<file path="config.mk">
export PLATFORM = sky130hd
export DESIGN_NAME = prog_mem_loader
export DESIGN_NICKNAME = d
export VERILOG_FILES = /design/src/rtl/prog_mem_pkg.sv /design/src/rtl/sp_ram.sv /design/src/rtl/prog_mem_loader.sv
export SDC_FILE = /design/constraint.sdc
export NUM_CORES = 2
export LEC_CHECK = 0
export BUFFER_PORTS_ARGS = -buffer_cell sky130_fd_sc_hd__buf_4
export CAP_MARGIN = 20
export CORE_UTILIZATION = 45
export DETAILED_ROUTE_END_ITERATION = 8
export PLACE_DENSITY = 0.59
export SYNTH_ARGS = -nofsm -noshare
export SYNTH_HDL_FRONTEND = slang
export SYNTH_SLANG_ARGS = --single-unit
</file>
<file path="constraint.sdc">
create_clock -name clk -period 3.11 [get_ports clk]
set_input_delay 0.4665 -clock clk [delete_from_list [all_inputs] [get_ports clk]]
set_output_delay 0.4665 -clock clk [all_outputs]
set_load 0.05 [all_outputs]
</file>
<file path="src/rtl/prog_mem_pkg.sv">
// Shared types and constants for the program memory loader.
//  state_t          : loader mode (IDLE, LOAD, RUN)
//  NOP_WORD_DEFAULT : instruction returned for blocked or out-of-range fetches
package prog_mem_pkg;

  typedef enum logic [1:0] {
    IDLE = 2'd0,
    LOAD = 2'd1,
    RUN  = 2'd2
  } state_t;

  localparam logic [15:0] NOP_WORD_DEFAULT = 16'h0000;

endpackage

</file>
<file path="src/rtl/sp_ram.sv">
// DATA_W x DEPTH synchronous RAM: one write port, one registered read port.
//  clk, rst_n : clock, async active-low reset (read register only)
//  we/waddr/wdata : write port
//  re         : read enable; read register holds when low
//  rd_null    : load RD_RST into the read register instead of memory data
//  raddr      : read address
//  rdata      : registered read data
module sp_ram #(
  parameter int unsigned DATA_W = 16,
  parameter int unsigned ADDR_W = 8,
  parameter int unsigned DEPTH  = 255,
  parameter logic [DATA_W-1:0] RD_RST = '0
) (
  input  logic              clk,
  input  logic              rst_n,
  input  logic              we,
  input  logic [ADDR_W-1:0] waddr,
  input  logic [DATA_W-1:0] wdata,
  input  logic              re,
  input  logic              rd_null,
  input  logic [ADDR_W-1:0] raddr,
  output logic [DATA_W-1:0] rdata
);

  logic [DATA_W-1:0] mem [DEPTH];

  // Storage array; never reset so contents survive rst_n.
  always_ff @(posedge clk) begin
    if (we) mem[waddr] <= wdata;
  end

  // Registered read port; rd_null keeps out-of-range addresses off the array.
  always_ff @(posedge clk or negedge rst_n) begin
    if (!rst_n) begin
      rdata <= RD_RST;
    end else if (re) begin
      rdata <= rd_null ? RD_RST : mem[raddr];
    end
  end

endmodule

</file>
<file path="src/rtl/prog_mem_loader.sv">
// Instruction memory with a streaming valid/ready loader and a 1-cycle fetch port.
//  clk, rst_n            : clock, async active-low reset
//  load_start            : pulse, (re)start loading at address 0
//  ld_valid/ld_data/ld_last/ld_ready : load word stream
//  fetch_en/fetch_addr   : fetch request
//  instr_out/instr_valid : registered fetch result
//  load_busy, load_done, load_count, load_err : loader status
module prog_mem_loader
  import prog_mem_pkg::*;
#(
  parameter int unsigned DATA_W = 16,
  parameter int unsigned ADDR_W = 8,
  parameter int unsigned DEPTH  = 255,
  parameter logic [DATA_W-1:0] NOP_WORD = DATA_W'(NOP_WORD_DEFAULT)
) (
  input  logic              clk,
  input  logic              rst_n,
  input  logic              load_start,
  input  logic              ld_valid,
  input  logic [DATA_W-1:0] ld_data,
  input  logic              ld_last,
  output logic              ld_ready,
  input  logic              fetch_en,
  input  logic [ADDR_W-1:0] fetch_addr,
  output logic [DATA_W-1:0] instr_out,
  output logic              instr_valid,
  output logic              load_busy,
  output logic              load_done,
  output logic [ADDR_W:0]   load_count,
  output logic              load_err
);

  localparam int unsigned CNT_W = ADDR_W + 1;
  localparam logic [ADDR_W-1:0] LAST_PTR  = ADDR_W'(DEPTH - 1);
  localparam logic [CNT_W-1:0]  DEPTH_CNT = CNT_W'(DEPTH);

  state_t            state;
  logic [ADDR_W-1:0] ptr;
  logic              accept_c;
  logic              fetch_hit_c;

  // A restart in the same cycle drops the presented word.
  assign accept_c    = ld_valid && ld_ready && !load_start;
  assign fetch_hit_c = (state == RUN) && ({1'b0, fetch_addr} < DEPTH_CNT);

  // Loader FSM with its registered status outputs.
  always_ff @(posedge clk or negedge rst_n) begin
    if (!rst_n) begin
      state      <= IDLE;
      ptr        <= '0;
      load_count <= '0;
      load_err   <= 1'b0;
      ld_ready   <= 1'b0;
      load_busy  <= 1'b0;
      load_done  <= 1'b0;
    end else begin
      load_done <= 1'b0;
      if (load_start) begin
        state      <= LOAD;
        ptr        <= '0;
        load_count <= '0;
        load_err   <= 1'b0;
        ld_ready   <= 1'b1;
        load_busy  <= 1'b1;
      end else begin
        case (state)
          LOAD: begin
            if (accept_c) begin
              ptr        <= ptr + ADDR_W'(1);
              load_count <= load_count + CNT_W'(1);
              if (ld_last || (ptr == LAST_PTR)) begin
                state     <= RUN;
                ld_ready  <= 1'b0;
                load_busy <= 1'b0;
                load_done <= 1'b1;
                if (!ld_last) load_err <= 1'b1;
              end
            end
          end
          default: begin
            state <= state;
          end
        endcase
      end
    end
  end

  // Fetch qualifier; holds with fetch_en low like the read data.
  always_ff @(posedge clk or negedge rst_n) begin
    if (!rst_n) begin
      instr_valid <= 1'b0;
    end else if (fetch_en) begin
      instr_valid <= fetch_hit_c;
    end
  end

  sp_ram #(
    .DATA_W (DATA_W),
    .ADDR_W (ADDR_W),
    .DEPTH  (DEPTH),
    .RD_RST (NOP_WORD)
  ) u_ram (
    .clk     (clk),
    .rst_n   (rst_n),
    .we      (accept_c),
    .waddr   (ptr),
    .wdata   (ld_data),
    .re      (fetch_en),
    .rd_null (!fetch_hit_c),
    .raddr   (fetch_addr),
    .rdata   (instr_out)
  );

endmodule

</file>
==> run metrics <==
actual transition at the worst max-transition pin=between 1 and 1.5 ns; cell count after synthesis=roughly 7.4k; Power Density=between 600 and 700 nW/um^2; Initial DRC Count=between 10k and 15k; CTS Root Cell=clkbuf_16; fraction of layout cells with a size suffix above 1=about a third; synth warn=0; # DRC=0; initial antenna violation count=28; Yosys top cell area share=77.2%; GPL Wtd Cong=about 0.9; routed length on met3=43600 microns; count of different cell masters after synthesis=75; CP Class=input pin to register; Final Skew=0.0865 ns; final clock period utilization by the worst path=96.8%; dpl cells=12.7k; MaxCap Viol Count=0; Synth async-reset ratio=less than 1%; num rows=217; DRT met1 WL=186000 microns; number of synthesized flops with an enable pin=4080; Fmax=0.332 GHz; Reg clk slew, reported paths=0.06 ns; synth top area cells=edfxtp_1 (77%), mux4_2 (13%), mux2i_1 (2.6%), a22oi_1 (0.82%), nor2_1 (0.77%); hold_ws=-0.0175 ns; Avg WL per Cell=roughly 34 microns; final number of hold-violating endpoints=2; CTS tree=built; die area=355000 sq um; Via Count=about 83k; Top Layer Used=met5; syn_area_per_cell=21.6 sq um; count leader, synth=edfxtp_1; maximum root-to-sink buffer count=4; final net count=about 8.6k; Startpoint Class=input pin; CP Max Fanout=18; Area Growth Syn to Fin=18.8%; Pre-antenna DRT Iters=6; max-slew violations=0; hold crit path type=input pin to register; Leakage=between 60 and 70 nW; final WL=466000 microns; relative slew slack=~28%; sequential area share after synthesis=77.8%; die height=596 microns; Final setup viols=0; Worst setup EP type=register; pin count of the biggest net entering global routing=97; Die W=between 500 and 600 microns; Final HPWL DP=302000 microns; H-tree levels=5; first-pass GRT wire length=about 650000 microns; io pins=60; maximum vdd drop=roughly 0.00048 V; non-filler instance count after layout=about 14k; IO buf count=between 50 and 60; Vias/cell=a little over 6; violations in the final reports=negative hold slack; status=finished with violations; Starting Density=45.3%; Num CTS Buffers=421; Worst Path Required=roughly 4 ns; CTS Sinks=4118; Yosys reg bits=between 4k and 5k; GRT overflow=0; met2 routed wirelength=approximately 220000 microns; RSZ-0062 raised after global routing=no; post-synth top area cell=edfxtp_1; Mapped Area=between 150000 and 200000 sq um; vias in the first global route=82.9k; minimum clock period=between 3 and 4 ns; main flop type after synthesis=edfxtp_1; setup TNS=0 ns; later-pin clock latency in the skew report=1.00 ns; crit path DAT=3.83 ns; GRT Resource Usage Total=about a quarter; number of routed nets with antenna violations=0; core area=350000 sq um; Final Power=~120 mW; Post-Syn Nets=7389; Synth top cells by count=edfxtp_1 (4080), mux4_2 (886), mux2i_1 (413)
==> critical path: stages <==
cell and delay, ns:
buf_16 0.22, buf_12 0.26, buf_4 0.24, mux4_2 0.53, a22o_1 0.27, a221oi_1 0.34
o221ai_1 0.29, nor3_1 0.87, o31ai_1 0.20
==> through the flow <==
stage                     utilization [%]  worst slack, ns  area [sq um]
after floorplan                         -            0.509        159000
after global placement               49.9           -0.802        175000
after detailed placement             49.9           -0.771        175000
after CTS                            53.9            0.114        189000
after global routing                 53.9           0.0495        189000
final                                53.9           0.0980        189000
==> area by class of cell <==
| cell class | count | area (sq um) |
|---|---|---|
| Antenna cell | 6 | 15.0 |
| Clock buffer | 525 | 11100 |
| Clock inverter | 257 | 2490 |
| Fill cell | 26769 | 162000 |
| Inverter | 12 | 55.1 |
| Multi-Input combinational cell | 2792 | 32900 |
| Sequential cell | 4118 | 123000 |
| Tap cell | 4599 | 5750 |
| Timing Repair Buffer | 1233 | 12800 |
==> state kept, by name (all words and copies together) (netlist names) <==
signal / cells
instr_valid: 1
u_ram.rdata: 16
ptr: 8
state: 2
load_done: 1
u_ram.mem: 4080
load_count: 9
load_err: 1
==> what timing repair did <==
item,CTS,global route
gates resized for setup,1,0
hold buffers,17,0
endpoints found under the hold margin,504,0
setup buffers,0,0
setup endpoints to repair,1,0
==> power by group <==
group	total (mW)	leakage [nW]	internal, mW	switching (mW)
combinational	6.84	17.9	2.59	4.25
clock	49.9	6.63	28.6	21.3
sequential	61.0	37.2	61.0	0.0312
total	118	61.7	92.2	25.6
==> cells in the final DEF, fill, tap and decap left out, types with 28 or more instances in the layout <==
cell type | synthesis | final
clkinv_1 | 3 | 84
a211oi_1 | 28 | 28
nand3_1 | 38 | 38
a221oi_1 | 73 | 72
mux2i_1 | 413 | 413
buf_12 | 1 | 271
o21ai_0 | 89 | 88
edfxtp_1 | 4080 | 4080
buf_4 | 38 | 924
clkbuf_16 | 0 | 426
dfrtp_1 | 38 | 38
o22ai_1 | 62 | 62
bufinv_16 | 0 | 40
nor2_1 | 326 | 298
clkbuf_1 | 181 | 93
clkinv_2 | 0 | 85
a22oi_1 | 174 | 174
a21oi_1 | 90 | 90
mux4_2 | 886 | 886
nand2_1 | 243 | 227
mux2_2 | 28 | 28
==> final timing paths <==
check | from | endpoint | slack, ns | cells past startpoint
worst min-delay path | ld_data[7] | u_ram.mem[155][7] | -0.02 | 1
worst min register to register | load_err | load_err | 0.50 | 2
max in group asynchronous | rst_n | u_ram.rdata[9] | 2.35 | 2
worst max register to register | u_ram.mem[71][5] | u_ram.rdata[5] | 0.11 | 6
worst max-delay path | fetch_addr[0] | u_ram.rdata[5] | 0.1 | 9
min in group asynchronous | rst_n | load_count[0] | 0.07 | 2
==> per-layer routing <==
| layer | vias to the layer above | global-route usage, % |
|---|---|---|
| li1 | 33420 | - |
| met1 | 44852 | 36.8 |
| met2 | 4369 | 40.4 |
| met5 | - | 0 |
| met4 | 12 | 9.56 |
| met3 | 804 | 5.00 |
==> cell families (layout without fill, tap and decap cells) <==
kind of cell             after synthesis  count (layout)  share of synthesized area [%]
flip-flops                          4118            4118                           77.8
multiplexers                        1327            1327                           15.4
AND/OR/NAND/NOR                      749             749                           2.02
AO/OA/AOI/OAI                        698             698                           3.13
buffers and inverters                444            2027                           1.59
XOR/XNOR                              13              13                         0.0717
adder cells (fa/ha/maj)                5               5                         0.0394
other                                  0               6                              0
Note: power is estimated with default switching activity, not from simulation.
